==> src/rtl/audio_pkg.sv <==
// audio_pkg: shared sample types for the audio path
package audio_pkg;
    localparam int AUDIO_W = 18;
    typedef logic signed [AUDIO_W-1:0] sample_t;
    typedef struct packed {
        sample_t l;
        sample_t r;
    } stereo_t;
endpackage

==> src/rtl/audio_iir1.sv <==
// audio_iir1: one-channel first-order IIR low-pass (alpha = 2^-SHIFT) plus raw sample hold
module audio_iir1
    import audio_pkg::*;
#(
    parameter int WIDTH = AUDIO_W,
    parameter int SHIFT = 3
) (
    input  logic                    clk,
    input  logic                    reset,
    input  logic                    in_valid,
    input  logic signed [WIDTH-1:0] in,
    output logic signed [WIDTH-1:0] filt,
    output logic signed [WIDTH-1:0] raw
);
    localparam int AW = WIDTH + SHIFT;
    logic signed [AW-1:0] acc;
    logic signed [AW:0]   diff;
    // one guard bit keeps target - acc exact; the shifted step always fits AW bits
    assign diff = $signed({in[WIDTH-1], in, {SHIFT{1'b0}}}) - $signed({acc[AW-1], acc});
    assign filt = acc[AW-1:SHIFT];
    always_ff @(posedge clk) begin
        if (reset) begin
            acc <= '0;
            raw <= '0;
        end else if (in_valid) begin
            acc <= acc + AW'(diff >>> SHIFT);
            raw <= in;
        end
    end
endmodule

==> src/rtl/audio_rate_adapter.sv <==
// audio_rate_adapter: low-pass each channel and resample onto an exact-average RATE_HZ grid
module audio_rate_adapter
    import audio_pkg::*;
#(
    parameter int CLK_HZ  = 31527954,
    parameter int RATE_HZ = 48000,
    parameter int WIDTH   = AUDIO_W,
    parameter int SHIFT   = 3
) (
    input  logic                    clk,
    input  logic                    reset,
    input  logic                    in_valid,
    input  logic signed [WIDTH-1:0] in_l,
    input  logic signed [WIDTH-1:0] in_r,
    input  logic                    bypass,
    output logic signed [WIDTH-1:0] out_l,
    output logic signed [WIDTH-1:0] out_r,
    output logic                    out_valid,
    output logic                    tick
);
    localparam int PW = $clog2(CLK_HZ + RATE_HZ);
    logic [PW-1:0] phase, phase_sum;
    logic signed [WIDTH-1:0] filt_l, filt_r, raw_l, raw_r;
    assign phase_sum = phase + PW'(RATE_HZ);
    assign tick = phase_sum >= PW'(CLK_HZ);
    // the output samples the filter/raw registers before this edge's in_valid update lands
    always_ff @(posedge clk) begin
        if (reset) begin
            phase     <= '0;
            out_l     <= '0;
            out_r     <= '0;
            out_valid <= 1'b0;
        end else begin
            phase     <= tick ? phase_sum - PW'(CLK_HZ) : phase_sum;
            out_valid <= tick;
            if (tick) begin
                out_l <= bypass ? raw_l : filt_l;
                out_r <= bypass ? raw_r : filt_r;
            end
        end
    end
    audio_iir1 #(.WIDTH(WIDTH), .SHIFT(SHIFT)) u_l (
        .clk(clk), .reset(reset), .in_valid(in_valid), .in(in_l), .filt(filt_l), .raw(raw_l)
    );
    audio_iir1 #(.WIDTH(WIDTH), .SHIFT(SHIFT)) u_r (
        .clk(clk), .reset(reset), .in_valid(in_valid), .in(in_r), .filt(filt_r), .raw(raw_r)
    );
endmodule

==> config.mk <==
export PLATFORM = sky130hd
export DESIGN_NAME = audio_rate_adapter
export DESIGN_NICKNAME = d
export VERILOG_FILES = /design/src/rtl/audio_pkg.sv /design/src/rtl/audio_iir1.sv /design/src/rtl/audio_rate_adapter.sv
export SDC_FILE = /design/constraint.sdc
export NUM_CORES = 1
export LEC_CHECK = 0
export BUFFER_PORTS_ARGS = -buffer_cell sky130_fd_sc_hd__buf_4
export CAP_MARGIN = 20
export CORE_UTILIZATION = 40
export CTS_BUF_LIST = sky130_fd_sc_hd__clkbuf_4 sky130_fd_sc_hd__clkbuf_8 sky130_fd_sc_hd__clkbuf_16
export CTS_CLUSTER_DIAMETER = 200
export DETAILED_ROUTE_END_ITERATION = 16
export HOLD_SLACK_MARGIN = 0.05
export PLACE_DENSITY = 0.65
export SLEW_MARGIN = 5
export SYNTH_ARGS = -nofsm -noshare
export SYNTH_HDL_FRONTEND = slang
export SYNTH_SLANG_ARGS = --single-unit
==> constraint.sdc <==
create_clock -name clk -period 4.4 [get_ports clk]
set_clock_uncertainty 0.05 [all_clocks]
set_input_delay 0.66 -clock clk [delete_from_list [all_inputs] [get_ports clk]]
set_output_delay 0.66 -clock clk [all_outputs]
set_load 0.01 [all_outputs]
---- Yosys cells after proc, flatten, opt, wreduce, memory -nomap -nowiden ----
Cells that the tools add are included.
W data, S select, Z words.
storage, ports and cells
  logic and storage cells ................. 18
  input port bits ......................... 40
  bits in writable memories ............... 0
  bits in latches ......................... 0
  bits in read-only memories .............. 0
  memories kept ........................... 0
  bits in registers ....................... 140
operators by class
  bitwise operators ....................... 0
  $lt $le $gt $ge ......................... 1
  shifts and indexed selects .............. 0
  equal/unequal tests ..................... 0
  muxes and demuxes ....................... 3
  multiply operators ...................... 0
  reductions and logical operators ........ 0
  add/sub/neg operators ................... 6
  divide/modulo/power cells ............... 0
operator list
  kind                      count
  $sub A21 B21 Y22          2
  $add A21 B19 Y21          2
  $mux W18                  2
  $add A25 B16 Y25 const B  1
  $ge A25 B25 Y1 const B    1
  $mux W25                  1
  $sub A25 B25 Y25 const B  1

---- Longest topological paths before layout ----
Gate-level depths: netlist (run 1).
  word-level depth ........................ 3
  mapped depth ............................ 20
  gate-level depth less buffers ........... 20

---- Hierarchy ----
From an unflattened synthesis (run 1), not the netlist that was laid out.
second synthesis, totals
  cells, all modules ...................... 1113
  area total of the unflattened synthesis .. 9776.9 um^2
modules (own cells, without submodules)
  module              area an instance (um^2)  sequential area each (um^2)  times used  cells an instance
  audio_iir1          3235.6                   780.7                        2           370
  audio_rate_adapter  3305.7                   1221.2                       1           373

---- Least setup slack after synthesis (run 1) ----
No wires, ideal clock.
  path type ............................... in2reg
  start ................................... input port in_l[0]
  end ..................................... register u_l.acc[20]
  arrival time ............................ 4.516 ns
  setup slack ............................. -0.290 ns
  stages on the path ...................... 17
  library setup time ...................... 0.123 ns
  cell sequence ........................... ha_1 -> a2111oi_0 -> nor3_1 -> or2_2 -> o21a_1 -> o21a_1 -> nor2_1 -> ha_1 -> and2_1 -> a221oi_2 -> a21bo_2 -> a221o_1 -> a41oi_1 -> nand2_1 -> a31o_1 -> mux2i_1 -> mux2_1
between the ends
  longest elaborated chain between the ends .. 2
RTL lines
  what                  RTL line                  text
  from (decl)           audio_rate_adapter.sv:13  input logic signed [WIDTH-1:0] in_l,
  $sub A21 B21 Y22      audio_iir1.sv:19          assign diff = $signed({in[WIDTH-1], in, {SHIFT{1'b0}}}) - $signed({acc[AW-1], acc});
  $add A21 B19 Y21      audio_iir1.sv:26          acc <= acc + AW'(diff >>> SHIFT);
  to (signal assigned)  audio_iir1.sv:26
  to (decl)             audio_iir1.sv:16          logic signed [AW-1:0] acc;
No other way between the ends.
A chain may end at the register's enable or synchronous reset.

---- Worst setup path after layout (run 1) ----
  start ................................... input port in_r[0]
  end ..................................... register u_r.acc[20]
between the ends
  longest elaborated chain between the ends .. 2
RTL lines
  what                  RTL line                  text
  from (decl)           audio_rate_adapter.sv:14  input logic signed [WIDTH-1:0] in_r,
  $sub A21 B21 Y22      audio_iir1.sv:19
  $add A21 B19 Y21      audio_iir1.sv:26
  to (signal assigned)  audio_iir1.sv:26
  to (decl)             audio_iir1.sv:16
No other way between the ends.

==> flow_metrics.tcl, run 1 <==
set metrics [dict create \
    status "finished with violations" \
    violations "negative setup slack" \
    vdd_drop_max_v 0.000298 \
    async_flop_share_pct 0 \
    finalPower_mw 8.19 \
    final_cell_mix "buf_4 (172), nor2_1 (171), dfxtp_1 (134), mux2i_1 (98), ha_1 (76)" \
    min_path_cells 3 \
    rows 55 \
    placed_cell_area_um2 10700 \
    cts_inserted_buffers 17 \
    antenna_found_initial 0 \
    report.final.hold_viol_count 0 \
    instances_no_fill 1502 \
    clkSinkCount 139 \
    whs_ns 0.439 \
    route.detailed.drc 0 \
    crit_top_cell "a221o_1" \
    min_path_type "input pin to flop" \
    dr.pass1.iters 5 \
    rr_worst_depth 19 \
    io_pins 78 \
    viasPerCell 5.12 \
    io_buffer_count 77 \
    clockBufferDepth 2 \
    grt_overflow_total 0 \
    final_nets 1327 \
    h-tree-depth 4 \
    leakage_nw 5.09 \
    hpwl_um 14600 \
    die_height_um 153 \
    synth_area_um2 9180 \
    finalSetupViolations 1 \
    synth-edff-count 0 \
    crit_chain "buf_4 -> ha_4 -> nor4b_4 -> o22ai_4 -> nor2b_2 -> o21a_1 -> nor2_2 -> o31a_1 -> xnor2_1 -> ha_1 -> and3_4 -> a221o_1 -> nor3_2 -> a21oi_2 -> a221o_1 -> a31oi_2 -> o21ai_2 -> mux2i_1 -> mux2_1" \
    worstMarginPinSlew_ns 0.812 \
    pwr_density_cell_nw_per_um2 715 \
    die_w_um 153 \
    place_inst 1462 \
    slew_violations 0 \
    switching_share_pct 39.5 \
    cp_max_fo 3 \
    drt-total-wl_um 20400 \
    end_kind "flop" \
    pre_cts_ws_ns -0.413 \
    cts_tree "yes" \
    multiInputGateArea_um2 6200 \
    synth_flop_cell "dfxtp_1" \
    grt.total_usage_pct 17.8 \
    seqPwrFrac_pct 20.5 \
    relSlewSlack_pct 45.8 \
    vias 7693 \
    die_area_um2 23600 \
    p_comb_share_pct 61.7 \
    reg2reg_to "u_r.acc[20]" \
    critPathBufInv 1 \
    grt_pass1_vias 7427 \
    cpLargestDelayFamily "compound AO/OA/AOI/OAI gates" \
    p_sw_mw 3.24 \
    rsz0062_at_grt "yes" \
    drive_gt1_share_pct 23.7 \
    fp.coreArea_um2 22600 \
    post-route-period-util_pct 100 \
    min_period_ns 4.42 \
    regArea_um2 2790 \
    cts-root-buf "clkbuf_16" \
    grt_pass1_wl_um 35100 \
    finalInstanceArea_um2 11500 \
    cp_data_required_time_ns 4.65 \
    grt_max_degree 57 \
    clockPowerShare_pct 17.7 \
    synth-seq-cells 139 \
    fin_ws_ns -0.0213 \
    crit_type "input pin to flop" \
    n_fill_cell 2125 \
    drv_cap 0 \
    min_from "in_r[13]" \
    ys_seq_area_share_pct 30.3 \
    antenna_cells 0 \
    area_growth_pct 24.8 \
    hold_buffers 0 \
    start_kind "input pin" \
    crit_slowest_cell "a221o_1" \
    synthCells 1055 \
    post_drt_wl_per_cell_um 13.6 \
    cp_data_arrival_time_ns 4.67 \
    clkTransAtPathRegs_ns 0.06 \
    fmax_mhz 226 \
    p_int_mw 4.95 \
    ys_types 67 \
    mostFrequentLayoutCell "buf_4" \
    min_to "u_r.raw[13]" \
    gp_congestion 0.836 \
    syn_avg_cell_area_um2 8.70 \
    start_util_pct 40.7 \
    r2r_slack_ns -0.02 \
    ant_nets 0 \
    worstSkewPairLatency_ns 0.42 \
    drt_iter0_markers 283 \
    cpPeakStageDelay_ns 0.37 \
    yosys_warnings 0 \
    rr_startpoint "u_r.acc[3]" \
    syn-num-nets 1178 \
]
-- area by class of cell --
class	count	area share [%]
multi-input cells	817	54.1
flip-flops and latches	139	24.4
repair buffers	173	11.4
clock buffers	25	4.46
well taps	285	3.11
inverters	56	1.84
clock inverters	7	0.765
-- worst max path at each step --
stage                          start     endpoint  slack [ns]  depth (start not counted)
after detailed placement     in_l[1]  u_l.acc[20]       -0.41                         18
after global routing      u_r.acc[3]  u_r.acc[20]       -0.22                         19
after floorplan              in_r[1]  u_r.acc[20]       -0.06                         19
final                        in_r[0]  u_r.acc[20]       -0.02                         19
after global placement       in_l[1]  u_l.acc[20]       -0.38                         18
after CTS                 u_l.acc[4]  u_l.acc[20]        0.01                         18
-- power groups by stage --
stage                     Combinational [mW]  Clock, mW  Sequential, mW
after floorplan                         3.47          0            1.66
after global placement                  4.70          0            1.70
after detailed placement                4.78          0            1.70
after CTS                               4.84       1.49            1.68
after global routing                    5.66       1.54            1.71
final                                   5.06       1.45            1.68
-- cell usage after synthesis, types with 3 or more instances --
cell	n	area, um2
xnor2_1	56	490
ha_1	81	1010
nor2_1	176	661
nand2_1	38	143
and2_1	8	50.1
a21oi_1	54	270
o21a_1	12	90.1
o22ai_1	5	31.3
buf_1	5	18.8
or2_2	4	25.0
xor2_1	33	289
o21ai_0	17	85.1
a211oi_1	20	150
buf_2	7	35.0
nand3_1	18	90.1
nor3_2	4	40.0
clkbuf_1	26	97.6
o211ai_1	4	30.0
buf_6	5	56.3
nor3_1	21	105
a211oi_2	29	363
nand4_1	7	43.8
o21bai_1	7	52.6
nand2b_1	8	50.1
a221o_1	3	30.0
inv_1	56	210
mux2i_1	98	981
and3_1	13	81.3
o31ai_1	4	30.0
dfxtp_1	139	2780
o21ai_1	5	25.0
or3_1	4	25.0
nor2b_1	16	100
a21o_1	20	150
a31oi_1	7	43.8
o31a_1	4	35.0
-- tightest hold or removal path, delay by kind of cell --
family | cells | cell delay [ns]
and+or+nand+nor | 1 | 0.07
muxes | 1 | 0.06
buffers and inverters | 1 | 0.09
-- registers in the layout, indices dropped and copies added, names as in the netlist --
signal / count
phase: 24
out_r: 18
u_r.raw: 18
out_valid: 1
u_l.acc: 21
u_l.raw: 18
out_l: 18
u_r.acc: 21
-- what timing repair did --
action | in CTS | in global routing
endpoints found under the setup margin | 1 | 9
gates resized for setup | 1 | 29
pin swaps | 0 | 24
buffers inserted | 0 | 9
-- logic make-up after synthesis --
| kind of cell | after synthesis | synth area share [%] |
|---|---|---|
| AO/OA/AOI/OAI | 216 | 17.7 |
| XOR/XNOR | 89 | 8.49 |
| adder cells (fa/ha/maj) | 83 | 11.5 |
| buffers and inverters | 99 | 4.55 |
| flip-flops | 139 | 30.3 |
| multiplexers | 100 | 10.9 |
| AND/OR/NAND/NOR | 329 | 16.5 |
-- per-layer routing --
metal  wire length, um  GRT usage, %  up-vias
met5                 0             0        -
met4               151          4.43        0
met3               394          3.29        7
met2              9280          29.4       67
met1             10600          23.9     3609
li1                  -             -     4010
-- through the flow --
stage	utilization, %	setup TNS (ns)
after global routing	50.7	-0.460
after global placement	47.3	-1.06
after CTS	50.0	0
final	50.7	-0.0213
after detailed placement	47.3	-1.53
after floorplan	-	-0.0998
No activity file was read; power rests on OpenSTA's default activity.
==> run 2, diff against run 1 <==
- PLACE_DENSITY: 0.65 -> 0.62
==> run 2 against run 1 <==
The run still ends with negative setup slack left; register-to-register slack hardly changed; global-route usage is 0.24 points higher; wire length is 2.2% higher.
==> flow_metrics.tcl, run 2 (synthesis results as in run 1) <==
set metrics [dict create \
    final_nets 1336 \
    vias 7705 \
    cp_data_arrival_time_ns 4.69 \
    hpwl_um 14900 \
    start_kind "flop" \
    drv_cap 0 \
    vdd_drop_max_v 0.000306 \
    drt_iter0_markers 341 \
    fin_ws_ns -0.0192 \
    fp.coreArea_um2 22600 \
    ant_nets 0 \
    min_to "u_l.raw[10]" \
    pre_cts_ws_ns -0.456 \
    min_from "in_l[10]" \
    top_layer_used "met4" \
    final_cell_mix "buf_4 (181), nor2_1 (172), dfxtp_1 (133), mux2i_1 (98), ha_1 (76)" \
    post_drt_wl_per_cell_um 13.8 \
    route.detailed.drc 0 \
    slew_violations 0 \
    io_buffer_count 77 \
    grt_max_degree 79 \
    crit_type "flop to flop" \
    cp_max_fo 3 \
    grt.total_usage_pct 18.1 \
    clkTransAtPathRegs_ns 0.06 \
    final_util_pct 51.4 \
    h-tree-depth 4 \
    fmax_mhz 226 \
    rr_startpoint "u_l.acc[3]" \
    rows 55 \
    violations "negative setup slack" \
    rsz0062_at_grt "yes" \
    n_fill_cell 2171 \
    post-route-period-util_pct 100 \
    relSlewSlack_pct 43.5 \
    finalInstanceArea_um2 11600 \
    pwr_density_cell_nw_per_um2 730 \
    gp_congestion 0.811 \
    clockBufferDepth 2 \
    drive_gt1_share_pct 24.0 \
    clkSinkCount 139 \
    status "finished with violations" \
    largestRegisters "phase x24, u_l.acc x21, u_r.acc x21" \
    whs_ns 0.433 \
    grt_pass1_wl_um 35000 \
    area_growth_pct 26.4 \
    mostFrequentLayoutCell "buf_4" \
    start_util_pct 40.7 \
    r2r_slack_ns -0.02 \
    worstSkewPairLatency_ns 0.43 \
    cp_data_required_time_ns 4.67 \
    cts-root-buf "clkbuf_16" \
    die_w_um 153 \
    route.met2.wl_um 9710 \
    grt_overflow_total 0 \
    worstMarginPinSlew_ns 0.847 \
    report.final.hold_viol_count 0 \
    die_area_um2 23600 \
    antenna_cells 0 \
    min_path_type "input pin to flop" \
    viasPerCell 5.10 \
    leakage_nw 5.16 \
    finalSetupViolations 1 \
    die_height_um 153 \
    cts_tree "yes" \
    cts_inserted_buffers 17 \
    dr_wl_met3_um 445 \
    end_kind "flop" \
    antenna_found_initial 0 \
    largest_reg_flops 24 \
    grt_pass1_vias 7460 \
    dr.pass1.iters 5 \
    reg2reg_to "u_l.acc[16]" \
    rr_worst_depth 19 \
    wl_met1_um 10400 \
    min_period_ns 4.42 \
    top_register "phase" \
    placed_cell_area_um2 10700 \
    min_path_cells 3 \
    finalSetupTns_ns -0.0192 \
    io_pins 78 \
    drt-total-wl_um 20800 \
]
## run 2: changes by cell type in the layout (fill, tap and decap cells not counted), sizes merged
cell,change
inv,+1
clkinv,-2
bufinv,+4
clkbuf,-4
buf,+9
clkinvlp,+1
## run 2: layout make-up
type,count,area (um2),share of cell area [%]
repair buffers,182,1380,11.9
well taps,285,357,3.07
inverters,56,210,1.81
multi-input cells,817,6190,53.3
clock buffers,21,468,4.03
clock inverters,11,214,1.84
flip-flops and latches,139,2790,24.0
## run 2: what timing repair did
item	CTS	global route
endpoints found under the setup margin	2	6
pin swaps	1	28
gates cloned	0	0
hold buffers	0	0
gates resized for setup	4	24
setup buffers	0	10
## run 2: critical path, cell delays in order, from the launching register on
cell	delay, ns
dfxtp_2	0.32
inv_1	0.08
ha_4	0.21
a2111oi_4	0.40
nor3_2	0.10
or2_4	0.24
o21a_1	0.22
o21a_1	0.20
nor2_1	0.14
ha_1	0.28
and2_4	0.17
a221oi_4	0.27
a21bo_4	0.27
a221o_1	0.36
buf_4	0.15
a21oi_2	0.14
nor2b_1	0.06
o21a_1	0.17
o311a_1	0.28
a32o_1	0.21
## run 2: report_power, final
| group | switching [mW] | internal, mW |
|---|---|---|
| Sequential | 0.208 | 1.48 |
| Combinational | 2.51 | 2.61 |
| Clock | 0.561 | 1.11 |
| Total | 3.28 | 5.20 |
## run 2: routing by layer
layer | track usage (%) | vias up
met5 | 0 | -
met4 | 5.24 | 0
met3 | 2.89 | 19
met2 | 29.8 | 77
met1 | 24.2 | 3583
li1 | - | 4026
## run 2: how the worst max path moves through the flow
stage / from / end / slack (ns) / depth (start not counted)
5_1_grt: u_l.acc[3] / u_l.acc[16] / -0.23 / 19
2_1_floorplan: in_r[1] / u_r.acc[20] / -0.06 / 19
3_3_place_gp: in_l[1] / u_l.acc[20] / -0.35 / 18
3_5_place_dp: in_l[1] / u_l.acc[20] / -0.46 / 19
6_report: u_l.acc[3] / u_l.acc[16] / -0.02 / 19
4_1_cts: u_l.acc[4] / u_l.acc[16] / 0.003 / 20
## run 2: metrics by stage
| stage | cells | power, mW |
|---|---|---|
| finish | 1511 | 8.47 |
| global route | 1511 | 9.23 |
| CTS | 1501 | 8.30 |
| detailed placement | 1469 | 6.55 |
| global placement | 1469 | 6.49 |
| floorplan | 1055 | 5.13 |
==> run 3, diff against run 2 <==
- GPL_TIMING_DRIVEN: default -> 0
==> run 3 against run 2 <==
The run now ends clean; die area unchanged; clock power about the same; wire length increased by 11%; non-clock buffer count decreased by 38; maximum frequency increased by 2.1%; utilization decreased by 1.7 points; design area decreased by 3.3%; count of clock-buffer cells in the layout increased by 2; worst setup slack improved by 0.091 ns; critical path type unchanged; largest power group unchanged.
==> flow_metrics.tcl, run 3 (synthesis results as in run 1) <==
set metrics [dict create \
    pre_cts_ws_ns -0.620 \
    start_util_pct 40.7 \
    rsz0062_at_grt "yes" \
    clockBufferDepth 2 \
    min_path_type "input pin to flop" \
    setup.worst_path.end "u_r.acc[20]" \
    die_height_um 153 \
    cp_max_fo 4 \
    dr.pass1.iters 4 \
    die_w_um 153 \
    drv_cap 0 \
    antenna_cells 0 \
    antenna_found_initial 0 \
    r2r_slack_ns 0.07 \
    worstMarginPinSlew_ns 0.929 \
    fin_ws_ns 0.0720 \
    start_kind "flop" \
    grt_pass1_vias 7428 \
    vias 7735 \
    mostFrequentLayoutCell "nor2_1" \
    h-tree-depth 4 \
    grt.total_usage_pct 20.0 \
    route.detailed.drc 0 \
    top_register "phase" \
    largest_reg_flops 24 \
    clkSinkCount 139 \
    cts-root-buf "clkbuf_16" \
    cts_inserted_buffers 17 \
    n_fill_cell 2146 \
    post_drt_wl_per_cell_um 15.6 \
    drt-total-wl_um 23000 \
    fp.coreArea_um2 22600 \
    grt_max_degree 17 \
    drive_gt1_share_pct 19.1 \
    largestRegisters "phase x24, u_l.acc x21, u_r.acc x21" \
    vdd_drop_max_v 0.000324 \
    fmax_mhz 231 \
    finalSetupTns_ns 0 \
    critPathLaunch "u_r.acc[3]" \
    min_path_cells 3 \
    slew_violations 0 \
    die_area_um2 23600 \
    rr_worst_depth 19 \
    hpwl_um 17100 \
    cts_tree "yes" \
    worstSkewPairLatency_ns 0.43 \
    hold_buffers 0 \
    io_pins 78 \
    cp_data_required_time_ns 4.67 \
    leakage_nw 4.85 \
    rows 55 \
    clkTransAtPathRegs_ns 0.06 \
    grt_pass1_wl_um 37600 \
    relSlewSlack_pct 38.0 \
    grt_overflow_total 0 \
    pwr_density_cell_nw_per_um2 708 \
    report.final.hold_viol_count 0 \
    reg2reg_to "u_r.acc[20]" \
    final_nets 1298 \
    io_buffer_count 75 \
    final_cell_mix "nor2_1 (172), dfxtp_1 (132), buf_4 (101), mux2i_1 (98), ha_1 (76)" \
    area_growth_pct 22.2 \
    gp_congestion 0.855 \
    drt_iter0_markers 424 \
    min_period_ns 4.33 \
    post-route-period-util_pct 98.4 \
    rr_startpoint "u_r.acc[3]" \
    viasPerCell 5.25 \
    cp_data_arrival_time_ns 4.59 \
    end_kind "flop" \
    crit_type "flop to flop" \
    status "finished, final reports clean" \
    whs_ns 0.424 \
    ant_nets 0 \
    finalSetupViolations 0 \
]
[run 3: changes by cell type in the layout (fill, tap and decap cells not counted), moves of 2 or more]
cell	change
clkbuf_1	+26
buf_1	+5
clkbuf_8	+4
dfxtp_2	-2
buf_6	+5
clkinv_2	-2
a21oi_1	-2
dfxtp_4	+3
buf_2	+7
buf_4	-80
clkbuf_4	-2
[run 3: how the worst min path moves through the flow]
| stage | to | from | slack [ns] |
|---|---|---|---|
| after floorplan | u_l.raw[0] | u_l.raw[0] | 0.41 |
| after global placement | u_l.raw[8] | u_l.raw[8] | 0.42 |
| after detailed placement | u_r.raw[10] | u_r.raw[10] | 0.43 |
| after CTS | u_r.raw[3] | in_r[3] | 0.42 |
| after global routing | u_l.raw[8] | in_l[8] | 0.44 |
| final | u_r.raw[13] | in_r[13] | 0.42 |
[run 3: report_power, final]
part	internal, mW	total (mW)	switching [mW]
clock network	1.10	1.67	0.569
logic	2.18	4.56	2.38
registers	1.48	1.72	0.232
[run 3: repair_timing]
item                       4_1_cts  5_1_grt
buffers inserted                16       10
setup endpoints to repair        3        6
pin swaps                       19       17
resized for setup               12       22
cloned                           0        0
[run 3: worst max-delay path, stage by stage, from the launching register on]
cell and delay (ns):
dfxtp_2 0.33, inv_2 0.04, ha_4 0.25, nor4b_4 0.32, o22ai_4 0.14, nor2b_1 0.16
o21a_1 0.16, nor2_2 0.06, o31a_1 0.26, xnor2_1 0.14, ha_1 0.33, buf_4 0.16
a221o_1 0.39, nor3_2 0.18, a21oi_2 0.09, a221o_1 0.35, a31oi_4 0.20, o21ai_2 0.08
mux2i_1 0.18, mux2_1 0.33
[run 3: metrics by stage]
step / std cells / instance area [um2] / utilization (%) / power [mW]
3_5_place_dp: 1415 / 10200 / 45.2 / 5.84
3_3_place_gp: 1415 / 10200 / 45.2 / 5.79
5_1_grt: 1473 / 11200 / 49.7 / 8.60
4_1_cts: 1463 / 11000 / 48.9 / 7.72
6_report: 1473 / 11200 / 49.7 / 7.95
2_1_floorplan: 1055 / 9290 / - / 5.13
[run 3: per-layer routing]
| metal | vias to the layer above | part of all wire, % | global-route usage (%) |
|---|---|---|---|
| met5 | - | 0 | 0 |
| met4 | 0 | 1.8 | 6.48 |
| met3 | 32 | 3.3 | 3.20 |
| met2 | 129 | 45 | 32.0 |
| met1 | 3627 | 50 | 27.3 |
| li1 | 3947 | - | - |
[run 3: cell type report]
type	instances	area [um2]	area share, %
plain buffers	43	208	1.85
clock buffers	23	508	4.53
clock inverters	9	181	1.62
inverters	56	210	1.87
multi-input cells	817	6200	55.2
flip-flops and latches	139	2800	24.9
well taps	285	357	3.18
repair buffers	101	758	6.76
